[config.mk]
export PLATFORM = sky130hd
export DESIGN_NAME = hist_readout_clear
export DESIGN_NICKNAME = d
export VERILOG_FILES = /design/src/rtl/hist_readout_clear.sv
export SDC_FILE = /design/constraint.sdc
export NUM_CORES = 1
export LEC_CHECK = 0
export ABC_AREA = 0
export BUFFER_PORTS_ARGS = -buffer_cell sky130_fd_sc_hd__buf_2
export CAP_MARGIN = 20
export CORE_MARGIN = 2
export CORE_UTILIZATION = 45
export CTS_CLUSTER_DIAMETER = 150
export DETAILED_ROUTE_END_ITERATION = 8
export HOLD_SLACK_MARGIN = 0.05
export PLACE_DENSITY = 0.66
export SYNTH_ARGS = -nofsm -noshare
export SYNTH_HDL_FRONTEND = slang
export SYNTH_SLANG_ARGS = --single-unit
[constraint.sdc]
create_clock -name clk -period 6.3 [get_ports clk]
set_input_delay 0.945 -clock clk [delete_from_list [all_inputs] [get_ports clk]]
set_output_delay 0.945 -clock clk [all_outputs]
set_load 0.01 [all_outputs]
[src/rtl/hist_readout_clear.sv]
// hist_readout_clear
//
// Read/clear engine for port B of the dual-port histogram RAM. A start
// pulse scans bins 0..NUM_BINS-1 and streams each bin count with its
// running, saturating cumulative sum on a valid/ready interface. When
// clear_en is sampled high with the start, every bin is written back to
// zero right after it has been read, leaving the RAM empty for the next
// frame.
//
// Ports:
//   clk, rst      single clock (also clocks RAM port B), sync active-high reset
//   start         scan request pulse, honoured only while idle
//   clear_en      latched with an accepted start; 1 = zero bins after reading
//   busy, done    scan in progress / one-cycle completion pulse
//   ram_addr      port B address
//   ram_wr_en     port B write enable (clear writes only)
//   ram_wr_data   port B write data, always zero
//   ram_rd_data   port B read data, one cycle after the address
//   m_valid/m_ready  output handshake
//   m_bin, m_count, m_cdf, m_last  beat payload (head of a 2-entry FIFO)
module hist_readout_clear #(
  parameter int ADDR_WIDTH = 9,
  parameter int DATA_WIDTH = 32,
  parameter int NUM_BINS   = 256,
  parameter int CDF_WIDTH  = 32
) (
  input  logic                  clk,
  input  logic                  rst,
  input  logic                  start,
  input  logic                  clear_en,
  output logic                  busy,
  output logic                  done,
  output logic [ADDR_WIDTH-1:0] ram_addr,
  output logic                  ram_wr_en,
  output logic [DATA_WIDTH-1:0] ram_wr_data,
  input  logic [DATA_WIDTH-1:0] ram_rd_data,
  output logic                  m_valid,
  input  logic                  m_ready,
  output logic [ADDR_WIDTH-1:0] m_bin,
  output logic [DATA_WIDTH-1:0] m_count,
  output logic [CDF_WIDTH-1:0]  m_cdf,
  output logic                  m_last
);

  typedef enum logic [1:0] {
    IDLE  = 2'd0,
    READ  = 2'd1,
    CLEAR = 2'd2,
    DRAIN = 2'd3
  } state_t;

  localparam logic [ADDR_WIDTH-1:0] LAST_BIN = ADDR_WIDTH'(NUM_BINS - 1);
  localparam logic [CDF_WIDTH-1:0]  CDF_MAX  = '1;

  state_t state;
  state_t state_next;

  logic [ADDR_WIDTH-1:0] bin;
  logic                  clear_lat;
  logic [CDF_WIDTH-1:0]  cdf;

  // Read issued last cycle: its data is on ram_rd_data this cycle
  logic                  rd_pending;
  logic [ADDR_WIDTH-1:0] rd_bin;
  logic                  rd_last;

  logic [ADDR_WIDTH-1:0] fifo_bin   [2];
  logic [DATA_WIDTH-1:0] fifo_count_data [2];
  logic [CDF_WIDTH-1:0]  fifo_cdf   [2];
  logic                  fifo_last  [2];
  logic                  fifo_wr_ptr;
  logic                  fifo_rd_ptr;
  logic [1:0]            fifo_count;

  logic                  is_last;
  logic                  push;
  logic                  pop;
  logic                  room_ok;
  logic                  issue;
  logic                  accept_start;
  logic [CDF_WIDTH:0]    cdf_sum;
  logic [CDF_WIDTH-1:0]  cdf_next;

  // Handshake, flow-control and accumulator arithmetic shared by all
  // processes below.
  always_comb begin
    is_last      = (bin == LAST_BIN);
    accept_start = (state == IDLE) && start;
    push         = rd_pending;
    pop          = (fifo_count != 2'd0) && m_ready;
    // A read may only be issued if its data is guaranteed a FIFO slot when
    // it arrives next cycle, counting the read already in flight.
    room_ok      = (3'(fifo_count) + 3'(rd_pending) - 3'(pop)) < 3'd2;
    issue        = (state == READ) && room_ok;
    cdf_sum      = {1'b0, cdf} + (CDF_WIDTH+1)'(ram_rd_data);
    cdf_next     = cdf_sum[CDF_WIDTH] ? CDF_MAX : cdf_sum[CDF_WIDTH-1:0];
  end

  // State register.
  always_ff @(posedge clk) begin
    if (rst) begin
      state <= IDLE;
    end else begin
      state <= state_next;
    end
  end

  // Next-state logic: READ stalls until there is room, CLEAR always takes
  // exactly one cycle, DRAIN waits for the last beat to leave the FIFO.
  always_comb begin
    state_next = state;
    case (state)
      IDLE: begin
        if (start) state_next = READ;
      end
      READ: begin
        if (issue) begin
          if (clear_lat)    state_next = CLEAR;
          else if (is_last) state_next = DRAIN;
        end
      end
      CLEAR: begin
        state_next = is_last ? DRAIN : READ;
      end
      DRAIN: begin
        if ((fifo_count == 2'd0) && !rd_pending) state_next = IDLE;
      end
      default: state_next = IDLE;
    endcase
  end

  // Outputs decoded from the state. done fires on the single DRAIN cycle
  // that finds everything flushed, and busy drops in that same cycle.
  always_comb begin
    done        = (state == DRAIN) && (fifo_count == 2'd0) && !rd_pending;
    busy        = (state != IDLE) && !done;
    ram_addr    = ((state == READ) || (state == CLEAR)) ? bin : '0;
    ram_wr_en   = (state == CLEAR);
    ram_wr_data = '0;
  end

  // Scan bookkeeping: bin pointer, latched clear mode, read tracking and
  // the running CDF, which advances as each read result is captured.
  always_ff @(posedge clk) begin
    if (rst) begin
      bin        <= '0;
      clear_lat  <= 1'b0;
      cdf        <= '0;
      rd_pending <= 1'b0;
      rd_bin     <= '0;
      rd_last    <= 1'b0;
    end else begin
      rd_pending <= issue;
      if (issue) begin
        rd_bin  <= bin;
        rd_last <= is_last;
      end
      if (accept_start) begin
        clear_lat <= clear_en;
        bin       <= '0;
        cdf       <= '0;
      end else begin
        if (((issue && !clear_lat) || (state == CLEAR)) && !is_last) begin
          bin <= bin + 1'b1;
        end
        if (push) cdf <= cdf_next;
      end
    end
  end

  // FIFO pointers and occupancy; a reset flushes any pending beats.
  always_ff @(posedge clk) begin
    if (rst) begin
      fifo_wr_ptr <= 1'b0;
      fifo_rd_ptr <= 1'b0;
      fifo_count  <= 2'd0;
    end else begin
      if (push) fifo_wr_ptr <= ~fifo_wr_ptr;
      if (pop)  fifo_rd_ptr <= ~fifo_rd_ptr;
      case ({push, pop})
        2'b10:   fifo_count <= fifo_count + 2'd1;
        2'b01:   fifo_count <= fifo_count - 2'd1;
        default: fifo_count <= fifo_count;
      endcase
    end
  end

  // FIFO storage needs no reset: the outputs are masked while it is empty.
  always_ff @(posedge clk) begin
    if (push) begin
      fifo_bin[fifo_wr_ptr]        <= rd_bin;
      fifo_count_data[fifo_wr_ptr] <= ram_rd_data;
      fifo_cdf[fifo_wr_ptr]        <= cdf_next;
      fifo_last[fifo_wr_ptr]       <= rd_last;
    end
  end

  // Output beat is the FIFO head, forced to zero when nothing is queued.
  always_comb begin
    m_valid = (fifo_count != 2'd0);
    m_bin   = m_valid ? fifo_bin[fifo_rd_ptr]        : '0;
    m_count = m_valid ? fifo_count_data[fifo_rd_ptr] : '0;
    m_cdf   = m_valid ? fifo_cdf[fifo_rd_ptr]        : '0;
    m_last  = m_valid ? fifo_last[fifo_rd_ptr]       : 1'b0;
  end

endmodule

* Word level (Yosys, flattened, before mapping)
Memory sizes are Yosys's and may differ from the RTL's. A register that Yosys moved wholly into a read port is not among the register bits.
Cells that the tools add are included.
** Operators by class
- Add/subtract/negate cells :: 6
- $lt $le $gt $ge :: 1
- Equal/unequal tests :: 10
- Mux-type cells :: 24
- Bitwise operators :: 2
- Reductions and logical operators :: 22
** Operators by type and width (count)
- $mux W32 :: 3
- $add A32 B32 Y33 :: 1
- $mux W9 :: 2
- $mux W2 :: 6
- $mux W1 :: 11
- $add A9 B1 Y9 const B :: 1
- $eq A9 B8 Y1 const B :: 1
- $logic_and A1 B1 Y1 :: 9
- $pmux W2 S4 :: 1
- $eq A2 B2 Y1 const B :: 3
- $ne A2 B2 Y1 const B :: 3
- $reduce_bool A2 Y1 :: 3
- $eq A2 B1 Y1 const B :: 2
- $logic_not A1 Y1 :: 4
- $logic_not A2 Y1 :: 2
- $pmux W2 S2 :: 1
- $reduce_and A4 Y1 :: 1
- $add A2 B1 Y3 :: 1
- $lt A3 B2 Y1 const B :: 1
- $ne A3 B3 Y1 const B :: 1
- $sub A3 B1 Y3 :: 1
- $add A2 B1 Y2 const B :: 1
- $logic_or A1 B1 Y1 :: 2
- $not A1 Y1 :: 2
- 2 further kinds :: 2
** Storage, ports and cells
- Bits in registers :: 59
- RAM bits :: 148
- Output and inout bits :: 119
- Word-level logic and storage cells :: 79
- Memories :: 4
** Memory list
- fifo_cdf :: words 2, width 32, rd ports 1, clocked after Yosys merged registers in 1, wr ports 1, RTL line 69 : logic [CDF_WIDTH-1:0] fifo_cdf [2];
- fifo_count_data :: words 2, width 32, rd ports 1, clocked after Yosys merged registers in 1, wr ports 1, RTL line 68 : logic [DATA_WIDTH-1:0] fifo_count_data [2];
- fifo_bin :: words 2, width 9, rd ports 1, clocked after Yosys merged registers in 1, wr ports 1, RTL line 67 : logic [ADDR_WIDTH-1:0] fifo_bin [2];
- fifo_last :: words 2, width 1, rd ports 1, clocked after Yosys merged registers in 1, wr ports 1, RTL line 70 : logic fifo_last [2];

* Depth between registers and ports, before layout
- Word-level depth :: 8
- Gate-level depth with buffers :: 12

* Worst setup path after synthesis
No wires, ideal clock.
- Path kind :: reg-to-reg
- From :: register rd_pending (netlist: push)
- To :: memory fifo_bin[0][0], enable pin
- Library setup time :: 0.516 ns
- Arrival :: 4.170 ns
- Data required time :: 5.784 ns
- Slack :: 1.614 ns
- Stages on the path, launching flop included :: 4
- Period minus slack after synthesis :: 4.686 ns
- Path through :: dfxtp_1 clkbuf_1 clkbuf_1 nor2b_1
** On the way
- Word-level cells in the longest chain between the ends :: 2
** Ends and longest elaborated chain
- start, declared :: RTL line 63 : logic rd_pending;
- start signal, assigned :: RTL line 153 : rd_pending <= issue;
- $mux W1 :: RTL line 190 : if (push) begin
- $mux W1 (implied by the code) :: RTL line 191 : fifo_bin[fifo_wr_ptr] <= rd_bin;
- end, declared :: RTL line 67
Every way passes these cells.

* Worst setup path after layout
- From :: input port ram_rd_data[0]
- To :: memory fifo_cdf[1][7] (data pin)
** On the way
- Word-level cells in the longest chain between the ends :: 2
** Ends and longest elaborated chain
- start, declared :: RTL line 36 : input logic [DATA_WIDTH-1:0] ram_rd_data,
- $add A32 B32 Y33 :: RTL line 95 : cdf_sum = {1'b0, cdf} + (CDF_WIDTH+1)'(ram_rd_data);
- $mux W32 :: RTL line 96 : cdf_next = cdf_sum[CDF_WIDTH] ? CDF_MAX : cdf_sum[CDF_WIDTH-1:0];
- via cdf_next[7] :: RTL line 82 : logic [CDF_WIDTH-1:0] cdf_next;
- end, declared :: RTL line 69
The timed path passes the listed nets, and every way through them passes these cells.

==> results.txt <==
DR WL/cell = 15.76 um
die height = 154.1 um
warnings from Yosys = 0
multiplexer share of the synthesized area = 0.08291
Clk Latency, worst-skew pair = 0.51 ns
H-tree levels = 1
DR vias = 6794
compound-cell area share of the yosys netlist = 0.1165
most frequent cell after synthesis = edfxtp_1
Max Cap Viol = 0
Post-Synth XOR/XNOR Area = 0.03368
dpl hpwl = 13540 um
violation count after the first detailed-route iteration = 472
EDFF count, synth = 148
Synth async-reset ratio = 0
Worst Hold End = fifo_last[0]
Core ar. = 21960 sq um
peak per-stage delay on the critical path = 0.75 ns
cell depth of the worst hold path = 0
Max Root-Sink Buffers = 3
Gates resized, CTS repair = 0
Worst Tran Pin Value = 0.8787 ns
outcome = finished, final reports clean
kind of critical path = input port to flop
FP Rows = 54
routed wire length = 20520 um
critical path's slowest cell = o21a_2
worst-path maximum fanout = 43
Starting Density = 0.4618
Yosys top cell area share = 0.4382
total power = 4.254 mW
post-route clock period utilization = 0.6168
port bufs = 123
hold crit path type = flop to flop
post-synth top area cell = edfxtp_1
Final Hold Vio Count = 0
Placed Cells = 1258
Via density = 5.218
Netlist cell types = 60
main combinational cell family by area after synthesis = compound AO/OA/AOI/OAI gates
Total Neg Setup Slack = 0 ns
Detail Route Antenna Nets = 0
worst path arrival time = 4.12 ns
pwr dens = 363.9 nW/um^2
Final Setup Violations = 0
RSZ-0062 raised after global routing = no
Main synth FF type = edfxtp_1
hold_buf cts = 0
CP required = 6.54 ns
top cells by count, synth = edfxtp_1 (148), nor2_1 (120), mux2i_1 (84)
number of I/O pins = 156
startpoint types = input port
Routability Congestion = 0.8781
die area = 23750 sq um
relative slew slack = 0.4142
synthesized area = 10140 sq um
Overflow after GRT = 0
depth of the most critical reg-to-reg path = 10
post-layout min period = 3.886 ns
Worst IR Drop VDD = 0.0002140 V
vias in the first global route = 6438
Reg2Reg Setup Slack = 2.67 ns
largest net degree at the start of global routing = 75
CTS tree = yes
Total GRT Usage = 0.1725
sequential fraction of the synthesis area = 0.5567
worst r2r src = cdf[0]
Crit. End Element = flop
root buffer cell = clkbuf_16
first-pass GRT wire length = 33310 um
Die W = 154.1 um
Synth-to-Final Area Change = 15.27%
count of state elements after synthesis = 208
top cells by area, synth = edfxtp_1 (44%), dfxtp_1 (12%), mux2i_1 (8.3%)
Final nets = 1083
post-synthesis simple-gate area fraction = 0.1048
worst reg2reg endpoint = fifo_cdf[1][7]
design area = 11690 sq um
critical-path cell list = buf_2 -> ha_1 -> fa_1 -> a211oi_2 -> nor3_2 -> o31ai_2 -> a21oi_1 -> o22ai_1 -> o21a_2 -> buf_4 -> nand2_1
drt drc = 0
clock sink count = 208
non-filler cells, final = 1302
layout cells sized above 1 = 0.1869
postcts setup bufs = 0
post-synthesis adder-cell area fraction = 0.05207
Leakage = 4.624 nW
Slew Viols, Final = 0
DRT Pass-1 Iters = 5
Achievable Freq = 257.4 MHz
initial antenna violation count = 1
n_diodes = 0
Worst Skew = 0.01720 ns
hold slack = 0.4563 ns
HP Start = rd_last
CTS Buf Count = 23
clock slew at reported path FFs = 0.06 ns
Mapped Avg Cell Area = 11.28 sq um
gate count of the mapped netlist = 899
DP Area = 10840 sq um
==> worst max-delay path, delay by kind of cell <==
kind	cells	cell delay, ns
buffers and inverters	2	0.48
AO/OA/AOI/OAI	5	1.81
adder cells (fa/ha/maj)	2	0.67
AND/OR/NAND/NOR	2	0.20
==> final cells by class <==
type / count / area [sq um]
fillers: 1951 / 10270
flip-flops and latches: 208 / 5650
multi-input cells: 618 / 4095
repair buffers: 131 / 708.2
clock buffers: 26 / 606.8
well taps: 280 / 350.3
clock inverters: 16 / 192.7
inverters: 23 / 86.33
==> logic make-up (layout without fill, tap and decap cells) <==
family | after synthesis | count (layout)
xor+xnor | 39 | 39
other cells | 1 | 32
fa+ha+maj | 41 | 41
flops | 208 | 208
compound gates | 181 | 181
simple gates | 241 | 241
buf+inv | 104 | 196
mux | 84 | 84
==> power by group <==
group / total [mW] / switching, mW / internal [mW]
clock network: 1.39 / 0.535 / 0.858
registers: 1.80 / 0.0955 / 1.70
logic: 1.06 / 0.667 / 0.396
total: 4.25 / 1.30 / 2.96
==> metrics by stage <==
step,setup slack [ns],util
finish,2.414,0.5324
global route,2.121,0.5324
CTS,2.379,0.5302
detailed placement,1.873,0.4938
global placement,1.927,0.4938
floorplan,1.614,-
==> cells in the final DEF, fill, tap and decap left out, types with 24 or more instances in the layout <==
master,count
a21oi_1,42
a31oi_1,30
buf_2,123
conb_1,32
dfxtp_1,58
edfxtp_1,148
ha_1,39
mux2i_1,84
nand2_1,55
nor2_1,119
o21ai_0,50
xnor2_1,24
==> metal layers <==
| metal | GRT usage | vias up | part of all wire |
|---|---|---|---|
| met3 | 0.02706 | 24 | 0.047 |
| met5 | 0 | - | 0.00054 |
| met2 | 0.2795 | 180 | 0.46 |
| met1 | 0.2454 | 3189 | 0.48 |
| met4 | 0.03961 | 2 | 0.012 |
| li1 | - | 3399 | - |
==> state kept, by name (all words and copies together), names as in the netlist, named ones only <==
| register | cells |
|---|---|
| fifo_last | 2 |
| rd_bin | 9 |
| fifo_wr_ptr | 1 |
| fifo_count_data | 64 |
| fifo_rd_ptr | 1 |
| clear_lat | 1 |
| fifo_bin | 18 |
| cdf | 32 |
| bin | 9 |
| state | 2 |
| fifo_count | 2 |
| rd_last | 1 |
| push | 1 |
| fifo_cdf | 64 |
==> how the worst max path moves through the flow <==
stage              startpoint               to
2_1_floorplan            push   fifo_bin[0][0]
3_3_place_gp   ram_rd_data[0]   fifo_cdf[0][6]
3_5_place_dp   ram_rd_data[0]   fifo_cdf[0][7]
4_1_cts        ram_rd_data[0]   fifo_cdf[1][7]
5_1_grt        ram_rd_data[0]  fifo_cdf[1][31]
6_report       ram_rd_data[0]   fifo_cdf[1][7]
(Power assumes the default switching activity.)
